===== src/rtl/dual_rank_mem_ctrl_pkg.sv =====
// Shared types and constants for the dual-rank memory controller.
// Optional statistics counters are enabled with DUAL_RANK_STATS_EN.
package dual_rank_pkg;

    localparam int WORDADDR_WIDTH_DEF = 7;
    localparam int DATA_WIDTH_DEF     = 8;
    localparam int COUNT_WIDTH        = 16;

    typedef enum logic [1:0] {
        IDLE,
        ISSUE,
        CAPTURE,
        RESP
    } state_t;

    // Saturating increment: the counter sticks at all-ones.
    function automatic logic [COUNT_WIDTH-1:0] sat_inc(input logic [COUNT_WIDTH-1:0] value);
        return (&value) ? value : value + 1'b1;
    endfunction

endpackage


===== src/rtl/dual_rank_mem_ctrl_if.sv =====
// Host-side request/response channel of the dual-rank memory controller.
interface dual_rank_mem_ctrl_if #(
    parameter int WORDADDR_WIDTH = dual_rank_pkg::WORDADDR_WIDTH_DEF,
    parameter int DATA_WIDTH     = dual_rank_pkg::DATA_WIDTH_DEF
);
    localparam int ADDR_WIDTH = WORDADDR_WIDTH + 1;

    logic                  reqValid;
    logic                  reqReady;
    logic                  reqWr;
    logic [ADDR_WIDTH-1:0] reqAddr;
    logic [DATA_WIDTH-1:0] reqWdata;
    logic                  rspValid;
    logic                  rspReady;
    logic [DATA_WIDTH-1:0] rspData;
    logic                  rspRank;

    modport master (
        output reqValid, reqWr, reqAddr, reqWdata, rspReady,
        input  reqReady, rspValid, rspData, rspRank
    );

    modport slave (
        input  reqValid, reqWr, reqAddr, reqWdata, rspReady,
        output reqReady, rspValid, rspData, rspRank
    );

endinterface


===== src/rtl/dual_rank_mem_ctrl_rank_decode.sv =====
// Splits a host address into rank and word address and builds the
// one-hot chip-select pair, active only while a command is issued.
module rank_decode #(
    parameter int WORDADDR_WIDTH = 7
) (
    input  logic [WORDADDR_WIDTH:0]   addr,
    input  logic                      issue,
    output logic                      rank,
    output logic [WORDADDR_WIDTH-1:0] word_addr,
    output logic                      cs0,
    output logic                      cs1
);

    // The MSB selects the rank only; the word address never carries into it.
    assign rank      = addr[WORDADDR_WIDTH];
    assign word_addr = addr[WORDADDR_WIDTH-1:0];
    assign cs0       = issue & ~rank;
    assign cs1       = issue &  rank;

endmodule


===== src/rtl/dual_rank_mem_ctrl.sv =====
// Initiator-side controller for two synchronous RAM ranks with registered read data.
// Define DUAL_RANK_STATS_EN to add saturating readCount/writeCount outputs.
module dual_rank_mem_ctrl
    import dual_rank_pkg::*;
#(
    parameter int WORDADDR_WIDTH = WORDADDR_WIDTH_DEF,
    parameter int DATA_WIDTH     = DATA_WIDTH_DEF,
    parameter int ADDR_WIDTH     = WORDADDR_WIDTH + 1
) (
    input  logic                      clk,
    input  logic                      rst_n,
    dual_rank_mem_ctrl_if.slave       host,
    output logic [WORDADDR_WIDTH-1:0] wordAddr,
    output logic [DATA_WIDTH-1:0]     dataIn,
    output logic                      wr,
    output logic                      cs0,
    output logic                      cs1,
    input  logic [DATA_WIDTH-1:0]     dataOut0,
    input  logic [DATA_WIDTH-1:0]     dataOut1
`ifdef DUAL_RANK_STATS_EN
    ,
    output logic [COUNT_WIDTH-1:0]    readCount,
    output logic [COUNT_WIDTH-1:0]    writeCount
`endif
);

    state_t                state_q;
    state_t                state_nxt;
    logic                  wr_q;
    logic [ADDR_WIDTH-1:0] addr_q;
    logic [DATA_WIDTH-1:0] wdata_q;
    logic [DATA_WIDTH-1:0] rsp_data_q;
    logic                  rsp_rank_q;
    logic                  issue;
    logic                  rank;
    logic                  accept;

    assign issue  = (state_q == ISSUE);
    assign accept = (state_q == IDLE) && host.reqValid;

    // NOTE: state is updated with non-blocking assignments so every flop
    // samples pre-edge values, independent of process ordering.
    always_ff @(posedge clk) begin
        if (!rst_n) begin
            state_q <= IDLE;
        end else begin
            state_q <= state_nxt;
        end
    end

    // NOTE: state_nxt gets its default before the case, so no path
    // leaves it unassigned and no latch is inferred.
    always_comb begin
        state_nxt = state_q;
        unique case (state_q)
            IDLE:    if (host.reqValid) state_nxt = ISSUE;
            ISSUE:   state_nxt = wr_q ? IDLE : CAPTURE;
            CAPTURE: state_nxt = RESP;
            RESP:    if (host.rspReady) state_nxt = IDLE;
            default: state_nxt = IDLE;
        endcase
    end

    // Request capture; the held address and data keep driving the ranks between issues.
    always_ff @(posedge clk) begin
        if (!rst_n) begin
            wr_q    <= 1'b0;
            addr_q  <= '0;
            wdata_q <= '0;
        end else if (accept) begin
            wr_q    <= host.reqWr;
            addr_q  <= host.reqAddr;
            wdata_q <= host.reqWdata;
        end
    end

    rank_decode #(
        .WORDADDR_WIDTH (WORDADDR_WIDTH)
    ) u_rank_decode (
        .addr      (addr_q),
        .issue     (issue),
        .rank      (rank),
        .word_addr (wordAddr),
        .cs0       (cs0),
        .cs1       (cs1)
    );

    assign dataIn = wdata_q;
    assign wr     = issue & wr_q;

    // Rank read data is valid in the cycle after ISSUE; capture it then.
    always_ff @(posedge clk) begin
        if (!rst_n) begin
            rsp_data_q <= '0;
            rsp_rank_q <= 1'b0;
        end else if (state_q == CAPTURE) begin
            rsp_data_q <= rank ? dataOut1 : dataOut0;
            rsp_rank_q <= rank;
        end
    end

    assign host.reqReady = (state_q == IDLE);
    assign host.rspValid = (state_q == RESP);
    assign host.rspData  = rsp_data_q;
    assign host.rspRank  = rsp_rank_q;

`ifdef DUAL_RANK_STATS_EN
    logic [COUNT_WIDTH-1:0] read_count_q;
    logic [COUNT_WIDTH-1:0] write_count_q;

    always_ff @(posedge clk) begin
        if (!rst_n) begin
            read_count_q  <= '0;
            write_count_q <= '0;
        end else begin
            if (issue && wr_q) write_count_q <= sat_inc(write_count_q);
            if ((state_q == RESP) && host.rspReady) read_count_q <= sat_inc(read_count_q);
        end
    end

    assign readCount  = read_count_q;
    assign writeCount = write_count_q;
`endif

endmodule


===== src/flat_wrapper.sv =====
// flat-port wrapper written by rule: the top's interface ports become plain ports
module dual_rank_mem_ctrl_flat import dual_rank_pkg::*;
#(
    parameter int WORDADDR_WIDTH = WORDADDR_WIDTH_DEF,
    parameter int DATA_WIDTH     = DATA_WIDTH_DEF,
    parameter int ADDR_WIDTH     = WORDADDR_WIDTH + 1
)
  (clk, rst_n, wordAddr, dataIn, wr, cs0, cs1, dataOut0, dataOut1, host_reqValid, host_reqWr, host_reqAddr, host_reqWdata, host_rspReady, host_reqReady, host_rspValid, host_rspData, host_rspRank);
  dual_rank_mem_ctrl_if #(.WORDADDR_WIDTH(WORDADDR_WIDTH), .DATA_WIDTH(DATA_WIDTH)) host_i ();
  input  logic clk;
  input  logic rst_n;
  output logic [WORDADDR_WIDTH-1:0] wordAddr;
  output logic [DATA_WIDTH-1:0] dataIn;
  output logic wr;
  output logic cs0;
  output logic cs1;
  input  logic [DATA_WIDTH-1:0] dataOut0;
  input  logic [DATA_WIDTH-1:0] dataOut1;
  input wire logic [$bits(host_i.reqValid)-1:0] host_reqValid;
  input wire logic [$bits(host_i.reqWr)-1:0] host_reqWr;
  input wire logic [$bits(host_i.reqAddr)-1:0] host_reqAddr;
  input wire logic [$bits(host_i.reqWdata)-1:0] host_reqWdata;
  input wire logic [$bits(host_i.rspReady)-1:0] host_rspReady;
  output wire logic [$bits(host_i.reqReady)-1:0] host_reqReady;
  output wire logic [$bits(host_i.rspValid)-1:0] host_rspValid;
  output wire logic [$bits(host_i.rspData)-1:0] host_rspData;
  output wire logic [$bits(host_i.rspRank)-1:0] host_rspRank;
  assign host_i.reqValid = host_reqValid;
  assign host_i.reqWr = host_reqWr;
  assign host_i.reqAddr = host_reqAddr;
  assign host_i.reqWdata = host_reqWdata;
  assign host_i.rspReady = host_rspReady;
  assign host_reqReady = host_i.reqReady;
  assign host_rspValid = host_i.rspValid;
  assign host_rspData = host_i.rspData;
  assign host_rspRank = host_i.rspRank;
  dual_rank_mem_ctrl #(.WORDADDR_WIDTH(WORDADDR_WIDTH), .DATA_WIDTH(DATA_WIDTH), .ADDR_WIDTH(ADDR_WIDTH)) u_core (.clk(clk), .rst_n(rst_n), .host(host_i), .wordAddr(wordAddr), .dataIn(dataIn), .wr(wr), .cs0(cs0), .cs1(cs1), .dataOut0(dataOut0), .dataOut1(dataOut1));
endmodule

===== config.mk =====
export PLATFORM = sky130hd
export DESIGN_NAME = dual_rank_mem_ctrl_flat
export DESIGN_NICKNAME = d
export VERILOG_FILES = /design/src/rtl/dual_rank_mem_ctrl_pkg.sv /design/src/rtl/dual_rank_mem_ctrl_if.sv /design/src/rtl/dual_rank_mem_ctrl_rank_decode.sv /design/src/rtl/dual_rank_mem_ctrl.sv /design/src/flat_wrapper.sv
export SDC_FILE = /design/constraint.sdc
export NUM_CORES = 1
export LEC_CHECK = 0
export ABC_AREA = 1
export BUFFER_PORTS_ARGS = -buffer_cell sky130_fd_sc_hd__buf_4
export CORE_AREA = 2 2 66 62
export CTS_CLUSTER_DIAMETER = 100
export CTS_CLUSTER_SIZE = 28
export DETAILED_ROUTE_END_ITERATION = 10
export DIE_AREA = 0 0 68 64
export PLACE_DENSITY = 0.8
export SLEW_MARGIN = 20
export SYNTH_ARGS = -nofsm -noshare
export SYNTH_HDL_FRONTEND = slang
export SYNTH_SLANG_ARGS = --single-unit

===== constraint.sdc =====
create_clock -name clk -period 1.02 [get_ports clk]
set_input_delay 0.102 -clock clk [delete_from_list [all_inputs] [get_ports clk]]
set_output_delay 0.102 -clock clk [all_outputs]
set_load 0.02 [all_outputs]

==> metrics.cfg <==
[run_status]
status=finished, violations left
violations=negative setup slack

[sta]
report.final.slew_viol_count=0
fmax_ghz=0.868
grt_setup_unrepaired=yes
timing.final.crit_share_pct=113
layout_setup_ws_ns=-0.132
clock_skew_ns=0.00706
slew_headroom_pct=76.5
hold_viol=0
worst_pin_slew_ns=0.352
setup_violations=16
period_needed_ns=1.15

[drt]
vias_per_cell=4.47
vias=1485
drt_iter0_drc=69
wl_per_cell_um=10.7
drc=0
wirelength_um=3560
ant_nets=0
dr.pass1.iters=4

[global_routing]
grt_use_met2_pct=31.9
grt-ovfl-total=0
grt_pass1_wl_um=6040
grt_antenna_before_repair=0
grt_use_total_pct=17.6
grt_max_degree=36
grt_use_met3_pct=3.70
grt_pass1_vias=1395
grt.met1_usage_pct=20.8
grt-busiest-layer=met2

[logic_synthesis]
synth_nets=257
yosysWarnings=0
synthMostInstantiatedCell=nand2_1
synth_ff_type=dfxtp_1
ys_types=15
syn_area_per_cell_um2=6.34
synth_top_area_share_pct=40.2
synth-edff-count=0
syn_inst=220
synth.ff_latch_count=28
netlist_area_um2=1390
synth_area_leaders=dfxtp_1 (40%), nand2_1 (17%), inv_1 (10%), nor2_1 (10%), a21oi_1 (6.8%)
synth_common_cells=nand2_1 (62), inv_1 (37), nor2_1 (37)
synthArstFlopShare_pct=0
yosys.area.top_type=dfxtp_1
yosysSeqAreaShare_pct=40.2

[cells_and_area]
fin_nets=325
diodes=0
final_area_um2=2100
area_growth_pct=50.5
drive_gt1_share_pct=35.0

[floorplan]
fp.dieH_um=64
die-area_um2=4350
start_util_pct=38.4
row_count=21
core_um2=3630
num_io_pins=66
die_w_um=68

[clock_tree]
postCtsHoldBufs=0
clock-sinks=28
clkLatencyLatePin_ns=0.27
cts_tree=done
clk_transition_reported_paths_ns=0.09
ctsRootBufferMaster=clkbuf_8
clk_path_buf_depth=2
numCtsBuffers=3
htree_levels=1

[critical_path]
path_cells=nor2_4, buf_12, buf_8
end_kind=output port
cp_slowest_cell=dfxtp_4
crit_buf_inv=2
path_class=reg -> out
cpLargestDelayFamily=flip-flops
critPathMaxFanout=5
worstSetupStartpointType=register
max_stage_delay_ns=0.38
critPathRequiredTime_ns=0.92
worstPathArrival_ns=1.05

[place]
gp_congestion=0.741
dpl.hpwl_um=2380
pre_cts_slack_ns=-0.0482
port-buffer-count=65
dpl_cell_area_um2=1910

[power]
peakVddDrop_v=0.000725
power_leakage_nw=1.17
p_per_area_nw_per_um2=1370

[job]
cap_violations=0

[min_path]
hold_path.class=in -> reg

## kinds of logic (layout without fill, tap and decap cells)
logic type | Yosys count | after routing | share of synthesized area [%]
AO/OA/AOI/OAI | 20 | 20 | 7.18
buffers and inverters | 51 | 116 | 17.0
flip-flops | 28 | 28 | 40.2
AND/OR/NAND/NOR | 121 | 122 | 35.6
## cell type report
class	count	area, um2
Multi-Input combinational cell	142	662
Sequential cell	28	569
Inverter	39	154
Fill cell	349	1530
Tap cell	46	57.6
Clock buffer	3	41.3
Timing Repair Buffer	74	614
## per-layer routing
| layer | part of all wire [%] | up-vias | routed length [um] |
|---|---|---|---|
| li1 | - | 785 | - |
| met1 | 42 | 662 | 1510 |
| met2 | 52 | 36 | 1850 |
| met4 | 0.81 | 0 | 29 |
| met3 | 4.9 | 2 | 174 |
| met5 | 0 | - | 0 |
## through the flow
stage               util, %  hold WS, ns   TNS, ns  power [mW]  instances
finish                 57.9        0.109     -1.00        2.86        332
global route           57.9        0.136     -2.38        3.03        332
CTS                    56.3        0.105    -0.830        2.85        332
detailed placement     52.7        0.404    -0.224        2.19        324
global placement       52.7        0.389  -0.00116        2.17        324
floorplan                 -        0.298         0        1.83        220
## final timing paths
check	from	to	slack [ns]	depth (start not counted)
worst max-delay path	u_core.state_q[0]	host_reqReady	-0.13	3
worst min-delay path	host_rspReady	u_core.state_q[0]	0.11	4
worst max register to register	u_core.state_q[0]	u_core.dataIn[2]	-0.07	6
worst min register to register	u_core.dataIn[6]	u_core.dataIn[6]	0.49	2
## flip-flops by register name (all words and copies together) (netlist names), named ones only
register,cells
u_core.addr_q,8
u_core.dataIn,8
u_core.host.rspData,8
u_core.host.rspRank,1
u_core.state_q,1
u_core.wr_q,1
## worst register-to-register path, cell delays in order (launching register included)
cell and delay (ns):
dfxtp_4 0.38, nor2_4 0.17, buf_12 0.13, buf_4 0.13
nand3_1 0.06, nand2_1 0.09, nor2_2 0.03
## where the power goes
group | leakage [nW] | total [mW] | switching, mW | internal (mW)
sequential | 0.232 | 1.28 | 0.0726 | 1.20
combinational | 0.915 | 0.998 | 0.530 | 0.468
clock | 0.0216 | 0.591 | 0.326 | 0.265
total | 1.17 | 2.86 | 0.929 | 1.94
## cells in the final DEF (no fill, tap or decap)
master and count:
buf_4 64, nand2_1 58, inv_1 35, nor2_1 33, dfxtp_1 25, a21oi_1 19
nand3_1 16, buf_6 7, nor2_4 5, nand2_2 3, nor2_2 3, clkbuf_8 3
inv_2 2, nand2_4 2, nand3_2 2, dfxtp_4 2, buf_12 2, inv_4 1
clkinv_4 1, o21ai_2 1, buf_8 1, dfxtp_2 1
## repair_timing
item	CTS	global route
cloned	1	0
pin swaps	5	7
hold endpoints to repair	0	0
setup endpoints to repair	17	31
buffers inserted	4	0
resized for setup	18	18
Note: power is estimated with default switching activity, not from simulation.
